[config.mk]
export PLATFORM = sky130hd
export DESIGN_NAME = main_control_fsm
export DESIGN_NICKNAME = d
export VERILOG_FILES = /design/src/rtl/main_control_fsm.sv
export SDC_FILE = /design/constraint.sdc
export NUM_CORES = 1
export LEC_CHECK = 0
export ABC_AREA = 1
export BUFFER_PORTS_ARGS = -buffer_cell sky130_fd_sc_hd__buf_4
export CORE_MARGIN = 2
export CORE_UTILIZATION = 40
export DETAILED_ROUTE_END_ITERATION = 10
export GPL_TIMING_DRIVEN = 0
export SKIP_CTS_REPAIR_TIMING = 1
export SYNTH_ARGS = -nofsm -noshare
export SYNTH_HDL_FRONTEND = slang
export SYNTH_SLANG_ARGS = --single-unit
export TNS_END_PERCENT = 5
[constraint.sdc]
create_clock -name clk -period 2.6 [get_ports clk]
set_input_delay 0.13 -clock clk [delete_from_list [all_inputs] [get_ports clk]]
set_output_delay 0.13 -clock clk [all_outputs]
set_load 0.1 [all_outputs]
[src/rtl/main_control_fsm.sv]
// Multicycle MIPS main control: Moore FSM sequencing fetch/decode/execute/mem/writeback.
// Optional macro MAIN_CTL_ADDI_EN adds the ADDI_EXEC/ADDI_WB path for opcode OP_ADDI.
module main_control_fsm #(
  parameter logic [5:0] OP_RTYPE = 6'd0,
  parameter logic [5:0] OP_LW    = 6'd35,
  parameter logic [5:0] OP_SW    = 6'd43,
  parameter logic [5:0] OP_BEQ   = 6'd4,
  parameter logic [5:0] OP_J     = 6'd2,
  parameter logic [5:0] OP_ADDI  = 6'd8
) (
  input  logic       clk,
  input  logic       reset,
  input  logic [5:0] opcode,
  output logic       pcwrite,
  output logic       pcwritecond,
  output logic       iord,
  output logic       memread,
  output logic       memwrite,
  output logic       irwrite,
  output logic       memtoreg,
  output logic       regdst,
  output logic       regwrite,
  output logic       alusrca,
  output logic [1:0] alusrcb,
  output logic [1:0] aluop,
  output logic [1:0] pcsource,
  output logic       illegal_op,
  output logic [3:0] state
);

  typedef enum logic [3:0] {
    S_FETCH     = 4'd0,
    S_DECODE    = 4'd1,
    S_MEMADDR   = 4'd2,
    S_MEMREAD   = 4'd3,
    S_MEMWB     = 4'd4,
    S_MEMWRITE  = 4'd5,
    S_EXEC      = 4'd6,
    S_RCOMP     = 4'd7,
    S_BRANCH    = 4'd8,
    S_JUMP      = 4'd9,
    S_ADDI_EXEC = 4'd10,
    S_ADDI_WB   = 4'd11
  } state_e;

  typedef struct packed {
    logic       pcwrite;
    logic       pcwritecond;
    logic       iord;
    logic       memread;
    logic       memwrite;
    logic       irwrite;
    logic       memtoreg;
    logic       regdst;
    logic       regwrite;
    logic       alusrca;
    logic [1:0] alusrcb;
    logic [1:0] aluop;
    logic [1:0] pcsource;
  } ctl_t;

  // Control word for a given state; registered alongside the state so ctl_q always matches state_q.
  function automatic ctl_t decode_ctl(input state_e s);
    ctl_t c;
    c = '0;
    case (s)
      S_FETCH:     begin c.memread = 1'b1; c.irwrite = 1'b1; c.pcwrite = 1'b1; c.alusrcb = 2'b01; end
      S_DECODE:    c.alusrcb = 2'b11;
      S_MEMADDR:   begin c.alusrca = 1'b1; c.alusrcb = 2'b10; end
      S_MEMREAD:   begin c.memread = 1'b1; c.iord = 1'b1; end
      S_MEMWB:     begin c.regwrite = 1'b1; c.memtoreg = 1'b1; end
      S_MEMWRITE:  begin c.memwrite = 1'b1; c.iord = 1'b1; end
      S_EXEC:      begin c.alusrca = 1'b1; c.aluop = 2'b10; end
      S_RCOMP:     begin c.regwrite = 1'b1; c.regdst = 1'b1; end
      S_BRANCH:    begin c.alusrca = 1'b1; c.aluop = 2'b01; c.pcwritecond = 1'b1; c.pcsource = 2'b01; end
      S_JUMP:      begin c.pcwrite = 1'b1; c.pcsource = 2'b10; end
`ifdef MAIN_CTL_ADDI_EN
      S_ADDI_EXEC: begin c.alusrca = 1'b1; c.alusrcb = 2'b10; end
      S_ADDI_WB:   c.regwrite = 1'b1;
`endif
      default:     c = '0;
    endcase
    return c;
  endfunction

  state_e     state_q, state_d;
  logic [5:0] opc_q, opc_d;
  ctl_t       ctl_q, ctl_d;
  logic       illegal_c;

  always_comb begin
    state_d   = S_FETCH;
    opc_d     = opc_q;
    illegal_c = 1'b0;
    case (state_q)
      S_FETCH:   state_d = S_DECODE;
      S_DECODE: begin
        opc_d = opcode;
        case (opcode)
          OP_LW, OP_SW: state_d = S_MEMADDR;
          OP_RTYPE:     state_d = S_EXEC;
          OP_BEQ:       state_d = S_BRANCH;
          OP_J:         state_d = S_JUMP;
`ifdef MAIN_CTL_ADDI_EN
          OP_ADDI:      state_d = S_ADDI_EXEC;
`else
          OP_ADDI:      illegal_c = 1'b1;
`endif
          default:      illegal_c = 1'b1;
        endcase
      end
      S_MEMADDR: state_d = (opc_q == OP_LW) ? S_MEMREAD : S_MEMWRITE;
      S_MEMREAD: state_d = S_MEMWB;
      S_EXEC:    state_d = S_RCOMP;
`ifdef MAIN_CTL_ADDI_EN
      S_ADDI_EXEC: state_d = S_ADDI_WB;
`endif
      default:   state_d = S_FETCH;
    endcase
    ctl_d = decode_ctl(state_d);
  end

  always_ff @(posedge clk) begin
    if (reset) begin
      state_q <= S_FETCH;
      opc_q   <= '0;
      ctl_q   <= decode_ctl(S_FETCH);
    end else begin
      state_q <= state_d;
      opc_q   <= opc_d;
      ctl_q   <= ctl_d;
    end
  end

  // Reset holds every output low even though the state register already reads FETCH.
  assign pcwrite     = ctl_q.pcwrite     & ~reset;
  assign pcwritecond = ctl_q.pcwritecond & ~reset;
  assign iord        = ctl_q.iord        & ~reset;
  assign memread     = ctl_q.memread     & ~reset;
  assign memwrite    = ctl_q.memwrite    & ~reset;
  assign irwrite     = ctl_q.irwrite     & ~reset;
  assign memtoreg    = ctl_q.memtoreg    & ~reset;
  assign regdst      = ctl_q.regdst      & ~reset;
  assign regwrite    = ctl_q.regwrite    & ~reset;
  assign alusrca     = ctl_q.alusrca     & ~reset;
  assign alusrcb     = ctl_q.alusrcb     & {2{~reset}};
  assign aluop       = ctl_q.aluop       & {2{~reset}};
  assign pcsource    = ctl_q.pcsource    & {2{~reset}};
  assign illegal_op  = illegal_c         & ~reset;
  assign state       = state_q           & {4{~reset}};

endmodule

---- Word level (Yosys, flattened, before mapping) ----
Cells that the tools add are included.
storage, ports and cells
  flip-flop bits (word level) ............. 26
  output and inout port bits .............. 21
operators by class
  equal/unequal tests ..................... 18
  mux-type cells .......................... 18
  bitwise operators ....................... 16
  reductions and logical operators ........ 10
operator list
  cell                number
  $eq 4x3->1 const B  5
  $pmux 4 s5          1
  $eq 6x6->1 const B  3
  $eq 4x2->1 const B  4
  $pmux 4 s4          1
  $mux 1              12
  $and 1x1->1         11
  $reduce_or 2->1     5
  $eq 4x1->1 const B  2
  $eq 4x4->1 const B  2
  $logic_not 4->1     2
  $pmux 2 s2          2
  $and 2x2->2         3
  $eq 6x2->1 const B  1
  $eq 6x3->1 const B  1
  $logic_not 6->1     1
  $pmux 2 s3          1
  $reduce_or 5->1     1
  $and 4x4->4         1
  $mux 3              1
  $reduce_or 3->1     1
  $not 1->1           1

---- Logic depth before layout (Yosys ltp) ----
  depth after elaboration ................. 7
  depth in mapped cells ................... 9
  mapped depth without buffers ............ 9

---- Worst setup path after synthesis ----
OpenSTA, ideal clock, no wires.
  path type ............................... register to output
  start point ............................. reg state_q[3]
  end point ............................... out illegal_op
  arrival ................................. 3.498 ns
  required time ........................... 2.470 ns
  slack ................................... -1.028 ns
  cell stages (with the launch flop) ...... 4
  path buffers ............................ 0
  path through ............................ dfxtp_1 > nor2_4 > nand3_4 > nor4_1
between the ends
  word-level cells in the longest chain between the ends .. 3
RTL lines
  element                 line  text
  from (decl)             86    state_e state_q, state_d;
  from (signal assigned)  129   state_q <= state_d;
  $eq 4x1->1              95    case (state_q)
  $mux 1                  95
  $and 1x1->1             149   assign illegal_op = illegal_c & ~reset;
  to (decl)               27    output logic illegal_op,
Every way passes these cells.

---- Worst setup path in the final report ----
Same ends and word-level chain as after synthesis.

==> flow_summary.toml <==
[status]
outcome = "finished clean"

[sta]
worst_clock_skew_ps = 5.583
finalSetupTns_ps = 0
timing.final.setup_violations = 0
grt_setup_unrepaired = "no"
period_minus_slack_ps = 1699
worst-slew-pin-transition_ps = 409.2
fmaxAchievable_mhz = 588.4
final_min_period_over_clock_period_pct = 65.37
finalHoldViolations = 0
final-max-slew-violation-count = 0
fin_worst_hold_slack_ps = 82.28
slew_headroom_pct = 72.72

[yosys]
synth_enable_flop_cells = 0
synthMostInstantiatedCell = "nor2_1"
ys_types = 23
most_frequent_cells_after_synthesis = "nor2_1, inv_1, dfxtp_1, nand2_1, nand3_1"
number_of_cells_produced_by_synthesis = 175
yosys.area.top_type = "dfxtp_1"
netlist_top_cells_area = "dfxtp_1, nor2_1, inv_1, nand2_1, nand2_2"
average_size_of_a_mapped_cell_um2 = 7.064
synth_async_sr_flop_share_pct = 0
synth.yosys.seq_area_share_pct = 40.49
netlist_area_um2 = 1236
yosys.area.top_type_share_pct = 40.49
ys_seq_elements = 25
ys.flop_type = "dfxtp_1"
synth.yosys.warnings = 0
net_count_synth = 183

[layout]
layout.core_utilization_pct = 50.67
fin_area_um2 = 1521
multiInputGateArea_um2 = 559.3
fin_nets = 216
post_route_cells_drive_above_1_share_pct = 31.88
filler_cells = 311
register_area_um2 = 500.5
flow.area_growth_from_synthesis_pct = 23.08
antenna_diode_count = 0
finalNonFillerCells = 240

[floorplan]
floorplan.io_pins = 29
die_w_um = 59.59
coreArea_um2 = 3003
die-height_um = 59.59
fp-row-count = 20
floorplan.die_area_um2 = 3551
initial_utilization_pct = 41.17

[routing]
detail_route.wl_per_cell_um = 9.400
via_density_per_instance = 4.388
dr.pass1.iters = 4
vias = 1053
drtIter0Drc = 29
antenna_left = 0
detail_route.drc_violations = 0
totalWireLength_um = 2256

[clock_tree]
cts.sink_count = 25
clk-insertion-delay-late_ps = 310
cts.reportedPaths.clkPinSlew_ps = 140
htree_levels = 1
clk_root_buffer_cell = "clkbuf_4"
cts_buffers = 3
tritoncts = "done"
cts.path.max_buffers = 2

[critical_path]
r2r_setup_slack_ps = 1270
crit_arrival_ps = 1570
path_class = "reg -> out"
endpoint_kind = "output pin"
crit_path_start_kind = "register"
critical_path_required_ps = 2470
worstPathMaxFanout = 8

[pwr]
power_leakage_nw = 0.8138
vdd_drop_max_uv = 177.6
power_per_cell_area_nw_per_um2 = 484.0

[job]
maxCapViolCount = 0

[place]
place_area_um2 = 1494
place.gp.congestion = 0.8663
post-place-cells = 236
detailedPlacementHpwl_um = 1843
portBuffers = 28

[global_routing]
via_count_of_the_first_global_routing_pass = 900
largest_net_degree_at_the_start_of_global_routing = 15
grt.overflow.total = 0
antenna_found_initial = 0
grt.total_usage_pct = 14.23
grt_first_pass_wirelength_um = 3788

[hold_path]
timing.hold.worst.class = "in -> reg"
state kept, by name, indices dropped and copies added (netlist names):
| name | count |
|---|---|
| ctl_q | 15 |
| opc_q | 6 |
| state_q | 4 |
final timing paths:
check                                 from    endpoint  cells after the start
worst min-delay path             opcode[0]    opc_q[0]                      3
worst max-delay path            state_q[3]  illegal_op                      4
worst min register to register    opc_q[1]    opc_q[1]                      2
worst max register to register  state_q[3]   ctl_q[12]                      9
area by class of cell:
class,instances,area share [%]
buffer,6,2.961
clock buffer,3,1.480
clock inverter,1,0.3289
inverter,36,9.046
multi-input combinational,108,36.76
sequential,25,32.89
tap,33,2.714
timing repair buffer,28,13.82
where the power goes:
group	internal [mW]	switching (mW)	total, mW
Combinational	0.0438	0.114	0.158
Clock	0.0575	0.115	0.172
Sequential	0.399	0.00700	0.406
Total	0.500	0.236	0.736
critical path, stage by stage (launching register included):
cell	delay, ps
dfxtp_1	370
nor2_4	140
nand3_4	140
nor4_2	280
buf_4	330
stage by stage:
| stage | power (mW) | setup WS [ps] |
|---|---|---|
| 2_1_floorplan | 0.5364 | 146.9 |
| 3_3_place_gp | 0.5717 | 1174 |
| 4_1_cts | 0.7469 | 880.7 |
| 5_1_grt | 0.7736 | 810.5 |
| 6_report | 0.7364 | 900.5 |
| 3_5_place_dp | 0.5735 | 1152 |
cell usage in the layout, fill, tap and decap left out:
cell / instances
a21oi_1: 3
buf_12: 1
buf_2: 2
buf_4: 29
clkbuf_1: 2
clkbuf_4: 3
clkinv_2: 1
dfxtp_1: 25
inv_1: 29
inv_2: 6
inv_4: 1
nand2_1: 18
nand2_2: 8
nand2_4: 3
nand3_1: 9
nand3_4: 2
nand4_1: 1
nor2_1: 47
nor2_2: 3
nor2_4: 4
nor3_1: 1
nor3_2: 1
nor4_2: 1
o21ai_0: 6
o21ai_2: 1
metal layers:
layer | global-route usage, % | part of all wire [%]
met2 | 22.29 | 46
met4 | 5.714 | 1.3
met1 | 19.28 | 49
met5 | 0 | 0
met3 | 2.620 | 4.3
cell families after synthesis:
family / synth area share, %
compound gates: 4.352
buf+inv: 14.78
flops: 40.49
simple gates: 40.38
Power figures use the tool's default switching activity.
